--- config.mk ---
export PLATFORM = sky130hd
export DESIGN_NAME = mem_req_ctrl_flat
export DESIGN_NICKNAME = d
export VERILOG_FILES = /design/src/rtl/mem_req_if.sv /design/src/rtl/mem_req_ctrl.sv /design/src/flat_wrapper.sv
export SDC_FILE = /design/constraint.sdc
export NUM_CORES = 1
export LEC_CHECK = 0
export BUFFER_PORTS_ARGS = -buffer_cell sky130_fd_sc_hd__buf_4
export CORE_UTILIZATION = 40
export CTS_CLUSTER_SIZE = 12
export DETAILED_ROUTE_END_ITERATION = 8
export PLACE_DENSITY = 0.68
export SLEW_MARGIN = 20
export SYNTH_ARGS = -nofsm -noshare
export SYNTH_HDL_FRONTEND = slang
export SYNTH_SLANG_ARGS = --single-unit
--- constraint.sdc ---
create_clock -name clk -period 2.29 [get_ports clk]
set_input_delay 0.1145 -clock clk [delete_from_list [all_inputs] [get_ports clk]]
set_output_delay 0.1145 -clock clk [all_outputs]
set_load 0.01 [all_outputs]
--- src/rtl/mem_req_if.sv ---
// rtl/mem_req_if.sv - CPU request/response and data-memory port bundle for mem_req_ctrl
interface mem_req_if;
  logic        req_valid;
  logic        req_ready;
  logic        req_wr;
  logic [15:0] req_addr;
  logic [15:0] req_wdata;
  logic        resp_valid;
  logic [15:0] resp_rdata;
  logic        resp_err;
  logic        resp_timeout;
  logic        mem_enable;
  logic        mem_wr;
  logic [15:0] mem_addr;
  logic [15:0] mem_wdata;
  logic [15:0] mem_rdata;
  logic        mem_ready;
  logic        mem_err;

  modport master (
    output req_valid, req_wr, req_addr, req_wdata, mem_rdata, mem_ready, mem_err,
    input  req_ready, resp_valid, resp_rdata, resp_err, resp_timeout,
    input  mem_enable, mem_wr, mem_addr, mem_wdata
  );

  modport slave (
    input  req_valid, req_wr, req_addr, req_wdata, mem_rdata, mem_ready, mem_err,
    output req_ready, resp_valid, resp_rdata, resp_err, resp_timeout,
    output mem_enable, mem_wr, mem_addr, mem_wdata
  );
endinterface

--- src/rtl/mem_req_ctrl.sv ---
// rtl/mem_req_ctrl.sv - load/store request controller for a stalling 16-bit data memory
// Optional MEM_REQ_CTRL_STATS_EN adds stat_accesses / stat_wait_cycles counters.
module mem_req_ctrl #(
  parameter int MAX_WAIT = 64,
  parameter int CNT_W    = 7
) (
  input  logic        clk,
  input  logic        rst_n,
  mem_req_if.slave    bus
`ifdef MEM_REQ_CTRL_STATS_EN
  ,
  output logic [31:0] stat_accesses,
  output logic [31:0] stat_wait_cycles
`endif
);

  typedef enum logic [1:0] {
    IDLE = 2'd0,
    BUSY = 2'd1,
    DONE = 2'd2
  } state_t;

  localparam logic [CNT_W-1:0] LAST_WAIT = (MAX_WAIT == 0) ? '0 : CNT_W'(MAX_WAIT - 1);

  state_t           state;
  logic             wr_q;
  logic [15:0]      addr_q;
  logic [15:0]      wdata_q;
  logic [CNT_W-1:0] wait_cnt;
  logic [15:0]      rdata_q;
  logic             err_q;
  logic             timeout_q;

  logic             accept;
  logic             busy;
  logic             timeout_hit;

  assign busy        = (state == BUSY);
  assign bus.req_ready = (state == IDLE) || (state == DONE);
  assign accept      = bus.req_valid && bus.req_ready;
  assign timeout_hit = (MAX_WAIT != 0) && (wait_cnt == LAST_WAIT);

  // Memory port is decoded from state so an async reset drops it at once.
  assign bus.mem_enable = busy;
  assign bus.mem_wr     = busy ? wr_q    : 1'b0;
  assign bus.mem_addr   = busy ? addr_q  : 16'h0000;
  assign bus.mem_wdata  = busy ? wdata_q : 16'h0000;

  assign bus.resp_valid   = (state == DONE);
  assign bus.resp_rdata   = rdata_q;
  assign bus.resp_err     = err_q;
  assign bus.resp_timeout = timeout_q;

  always_ff @(posedge clk or negedge rst_n) begin
    if (!rst_n) begin
      state     <= IDLE;
      wr_q      <= 1'b0;
      addr_q    <= 16'h0000;
      wdata_q   <= 16'h0000;
      wait_cnt  <= '0;
      rdata_q   <= 16'h0000;
      err_q     <= 1'b0;
      timeout_q <= 1'b0;
    end else begin
      case (state)
        IDLE, DONE: begin
          if (accept) begin
            wr_q    <= bus.req_wr;
            addr_q  <= bus.req_addr;
            wdata_q <= bus.req_wdata;
            if (bus.req_addr[0]) begin
              // Misaligned: answer locally without touching memory.
              state     <= DONE;
              rdata_q   <= 16'h0000;
              err_q     <= 1'b1;
              timeout_q <= 1'b0;
            end else begin
              state    <= BUSY;
              wait_cnt <= '0;
            end
          end else begin
            state <= IDLE;
          end
        end
        BUSY: begin
          if (bus.mem_ready) begin
            state     <= DONE;
            rdata_q   <= wr_q ? 16'h0000 : bus.mem_rdata;
            err_q     <= bus.mem_err;
            timeout_q <= 1'b0;
          end else begin
            wait_cnt <= wait_cnt + 1'b1;
            if (timeout_hit) begin
              state     <= DONE;
              rdata_q   <= 16'h0000;
              err_q     <= 1'b0;
              timeout_q <= 1'b1;
            end
          end
        end
        default: state <= IDLE;
      endcase
    end
  end

`ifdef MEM_REQ_CTRL_STATS_EN
  always_ff @(posedge clk or negedge rst_n) begin
    if (!rst_n) begin
      stat_accesses    <= 32'd0;
      stat_wait_cycles <= 32'd0;
    end else if (busy) begin
      if (bus.mem_ready || timeout_hit) stat_accesses <= stat_accesses + 32'd1;
      if (!bus.mem_ready) stat_wait_cycles <= stat_wait_cycles + 32'd1;
    end
  end
`endif

endmodule

--- src/flat_wrapper.sv ---
// flat-port wrapper written by rule: the top's interface ports become plain ports
module mem_req_ctrl_flat 
#(
  parameter int MAX_WAIT = 64,
  parameter int CNT_W    = 7
)
  (clk, rst_n, bus_req_valid, bus_req_wr, bus_req_addr, bus_req_wdata, bus_mem_rdata, bus_mem_ready, bus_mem_err, bus_req_ready, bus_resp_valid, bus_resp_rdata, bus_resp_err, bus_resp_timeout, bus_mem_enable, bus_mem_wr, bus_mem_addr, bus_mem_wdata);
  mem_req_if bus_i ();
  input  logic clk;
  input  logic rst_n;
  input wire logic [$bits(bus_i.req_valid)-1:0] bus_req_valid;
  input wire logic [$bits(bus_i.req_wr)-1:0] bus_req_wr;
  input wire logic [$bits(bus_i.req_addr)-1:0] bus_req_addr;
  input wire logic [$bits(bus_i.req_wdata)-1:0] bus_req_wdata;
  input wire logic [$bits(bus_i.mem_rdata)-1:0] bus_mem_rdata;
  input wire logic [$bits(bus_i.mem_ready)-1:0] bus_mem_ready;
  input wire logic [$bits(bus_i.mem_err)-1:0] bus_mem_err;
  output wire logic [$bits(bus_i.req_ready)-1:0] bus_req_ready;
  output wire logic [$bits(bus_i.resp_valid)-1:0] bus_resp_valid;
  output wire logic [$bits(bus_i.resp_rdata)-1:0] bus_resp_rdata;
  output wire logic [$bits(bus_i.resp_err)-1:0] bus_resp_err;
  output wire logic [$bits(bus_i.resp_timeout)-1:0] bus_resp_timeout;
  output wire logic [$bits(bus_i.mem_enable)-1:0] bus_mem_enable;
  output wire logic [$bits(bus_i.mem_wr)-1:0] bus_mem_wr;
  output wire logic [$bits(bus_i.mem_addr)-1:0] bus_mem_addr;
  output wire logic [$bits(bus_i.mem_wdata)-1:0] bus_mem_wdata;
  assign bus_i.req_valid = bus_req_valid;
  assign bus_i.req_wr = bus_req_wr;
  assign bus_i.req_addr = bus_req_addr;
  assign bus_i.req_wdata = bus_req_wdata;
  assign bus_i.mem_rdata = bus_mem_rdata;
  assign bus_i.mem_ready = bus_mem_ready;
  assign bus_i.mem_err = bus_mem_err;
  assign bus_req_ready = bus_i.req_ready;
  assign bus_resp_valid = bus_i.resp_valid;
  assign bus_resp_rdata = bus_i.resp_rdata;
  assign bus_resp_err = bus_i.resp_err;
  assign bus_resp_timeout = bus_i.resp_timeout;
  assign bus_mem_enable = bus_i.mem_enable;
  assign bus_mem_wr = bus_i.mem_wr;
  assign bus_mem_addr = bus_i.mem_addr;
  assign bus_mem_wdata = bus_i.mem_wdata;
  mem_req_ctrl #(.MAX_WAIT(MAX_WAIT), .CNT_W(CNT_W)) u_core (.clk(clk), .rst_n(rst_n), .bus(bus_i));
endmodule
==> impl_metrics.ini <==
[status]
status = complete, but fails checks
violations = design-rule violations

[floorplanning]
fp.dieW_um = 84.3
core-area_um2 = 6460
io_pins = 108
floorplan.rows = 29
start_util_pct = 42.0
fp.dieH_um = 84.3
die_area_um2 = 7110

[cts]
cts_max_path_buffers = 2
ctsRootBufferMaster = clkbuf_8
clkSlewWorstSetupHoldPaths_ns = 0.07
clock-sinks = 60
cts_setup_buffers = 0
postCtsHoldBufs = 17
clk-insertion-delay-late_ns = 0.33
cts_resized = 0
htree_num_levels = 3
cts_tree = yes
cts_made_buffers = 9

[worst_setup_path]
crit_end = bus_mem_wdata[13]
criticalPathCategory = flop to primary output
critPathMaxFanout = 21
worstPathCellList = or2b_1, inv_1, buf_4, and2_1, buf_4
startpoint = u_core.state[0]
cpPeakStageDelay_ns = 0.49
cp_num_buf_inv = 3
critPathRequiredTime_ns = 2.18
reg2regPathDepth = 3
timing.rr.start = u_core.state[0]
cp.depth = 5
r2r_end = u_core.wait_cnt[5]
arrival_ns = 1.95
crit_path_frequent_cell = buf_4
critical-path-slowest-cell = dfrtp_1
startpoint_type = flop
worst_setup_path_end_kind = primary output
cp_top_family = buffers and inverters
regToRegSetupSlack_ns = 0.50

[timing]
worst_slew_pin_slew_ns = 0.742
fmax_ghz = 0.484
slew_headroom_pct = 50.6
slew_violations = 0
period_minus_slack_ns = 2.06
hold_viol = 0
fin_setup_tns_ns = 0
grt_setup_unrepaired = no
skew_ns = 0.00973
fin_crit_sh_pct = 90.1
setup_violations = 0

[detailed_routing]
antenna_left = 0
dr.pass1.iters = 6
totalWireLength_um = 6520
drt-wirelength-per-cell_um = 14.8
detail_route.iter0.violations = 105
via_count = 2283
drc_errors = 12
via_per_inst = 5.18

[grt]
grt_max_degree = 61
track_usage_pct = 19.2
grt_overflow = 0
grt_pass1_wl_um = 10700
antenna_found_initial = 0
grt_pass1_vias = 2191

[layout]
syn2layout_area_growth_pct = 49.3
nets = 414
fin_area_um2 = 4050
fillers = 553
diodes = 0
drive_above_1_share_pct = 45.3

[placed_design]
dp_hpwl_um = 4310
placed_area_um2 = 3610
place_congestion = 0.718
io_buffer_count = 107

[power]
powerDensity_nw_per_um2 = 789
max-vdd-ir-drop_uv = 489
leakage_nw = 1.92

[hold_path]
hold_start = bus_mem_rdata[11]
holdCritPathClass = input port to flop

[yosys]
avgSynthCellArea_um2 = 11.6
synth_area_um2 = 2710
synthCells = 233
ys_warn_count = 0
synth_seq_cells = 60
synth_top_area_cell = dfrtp_1
synth_nets = 288
synth_top_area_share_pct = 55.4
synth.area.top_cells = dfrtp_1, mux2_2, and2_1
yosysSeqAreaShare_pct = 55.4
yosysUniqueCellTypes = 38

[job]
drv_cap = 0
==> worst min-delay path, delay by kind of cell <==
kind	cells	cell delay (ns)
buf+inv	1	0.08
compound gates	2	0.11
==> cell usage after synthesis <==
| cell | count |
|---|---|
| a21boi_0 | 1 |
| a21boi_1 | 1 |
| a21oi_1 | 1 |
| a221oi_1 | 1 |
| a2bb2oi_1 | 1 |
| a32oi_1 | 16 |
| and2_1 | 33 |
| and2b_1 | 1 |
| and4b_1 | 1 |
| buf_2 | 5 |
| clkbuf_1 | 11 |
| clkbuf_2 | 1 |
| dfrtp_1 | 60 |
| ha_1 | 1 |
| inv_1 | 2 |
| mux2_2 | 32 |
| mux2i_1 | 1 |
| nand2_1 | 20 |
| nand2b_1 | 2 |
| nand3_1 | 4 |
| nand3b_1 | 1 |
| nand4_1 | 1 |
| nor2b_1 | 1 |
| nor3_1 | 1 |
| nor3b_1 | 2 |
| nor4_1 | 1 |
| nor4bb_1 | 1 |
| o211ai_1 | 1 |
| o21a_1 | 2 |
| o21ai_0 | 18 |
| o21ai_1 | 1 |
| o22a_1 | 1 |
| o311ai_0 | 1 |
| o31ai_1 | 2 |
| or2b_1 | 1 |
| or3b_1 | 1 |
| or3b_2 | 1 |
| or4_1 | 1 |
==> registers in the layout, indices dropped and copies added (netlist names) <==
name and cells:
u_core.wr_q 1, u_core.bus.resp_rdata 16, u_core.bus.resp_timeout 1, u_core.state 2
u_core.addr_q 16, u_core.wdata_q 16, u_core.wait_cnt 7, u_core.bus.resp_err 1
==> stage by stage <==
step	hold slack, ns	setup WS (ns)	util, %	cells	power, mW
5_1_grt	0.00295	0.0271	62.7	441	3.36
4_1_cts	0.000377	0.206	62.4	439	3.22
2_1_floorplan	-0.181	0.653	-	233	1.67
3_3_place_gp	0.236	0.563	55.9	406	1.99
6_report	0.0125	0.226	62.7	441	3.19
3_5_place_dp	0.231	0.515	55.9	406	2.01
==> how the worst min path moves through the flow <==
| stage | to | slack, ns | depth (start not counted) |
|---|---|---|---|
| 6_report | u_core.bus.resp_rdata[11] | 0.01 | 3 |
| 3_3_place_gp | u_core.addr_q[2] | 0.24 | 1 |
| 2_1_floorplan | u_core.addr_q[0] | -0.18 | 0 |
| 5_1_grt | u_core.addr_q[15] | 0.003 | 2 |
| 4_1_cts | u_core.addr_q[8] | 0.0004 | 2 |
| 3_5_place_dp | u_core.addr_q[2] | 0.23 | 1 |
==> cells in the final DEF, fill, tap and decap left out, types with 2 or more instances in the layout <==
cell / n
inv_1: 2
clkbuf_8: 11
buf_4: 113
o31ai_1: 2
o21ai_0: 18
nand2b_1: 2
nand2_1: 20
a32oi_1: 16
mux2_2: 32
bufinv_16: 3
nand3_1: 4
dlygate4sd3_1: 19
o21a_1: 2
and2_1: 33
dfrtp_1: 60
==> cells by family (layout without fill, tap and decap cells) <==
family / Yosys count / count (layout) / synth area share [%]
AND/OR/NAND/NOR: 73 / 73 / 15.5
flip-flops: 60 / 60 / 55.4
AO/OA/AOI/OAI: 47 / 47 / 12.1
multiplexers: 33 / 33 / 13.7
buffers and inverters: 19 / 150 / 2.91
adder cells (fa/ha/maj): 1 / 1 / 0.461
==> area by class of cell <==
class	instances	area, µm²	share of cell area [%]
Clock buffer	12	155	3.83
Tap cell	77	96.3	2.38
Clock inverter	4	95.1	2.35
Inverter	2	7.51	0.185
Timing Repair Buffer	132	1040	25.6
Multi-Input combinational cell	154	1150	28.5
Sequential cell	60	1500	37.1
==> power by group <==
part           total, mW  leakage [nW]  switching, mW  internal [mW]
Combinational      0.684          1.04          0.292          0.393
Sequential          1.33         0.748          0.102           1.23
Clock               1.18         0.127          0.400          0.781
Total               3.19          1.92          0.793           2.40
==> routing by layer <==
| metal | vias up | GRT usage, % | wire length (µm) |
|---|---|---|---|
| li1 | 1090 | - | - |
| met1 | 1093 | 26.3 | 3000 |
| met2 | 91 | 29.3 | 2950 |
| met3 | 9 | 5.11 | 499 |
| met4 | 0 | 7.40 | 61 |
| met5 | - | 0 | 0 |
(Power assumes the default switching activity.)
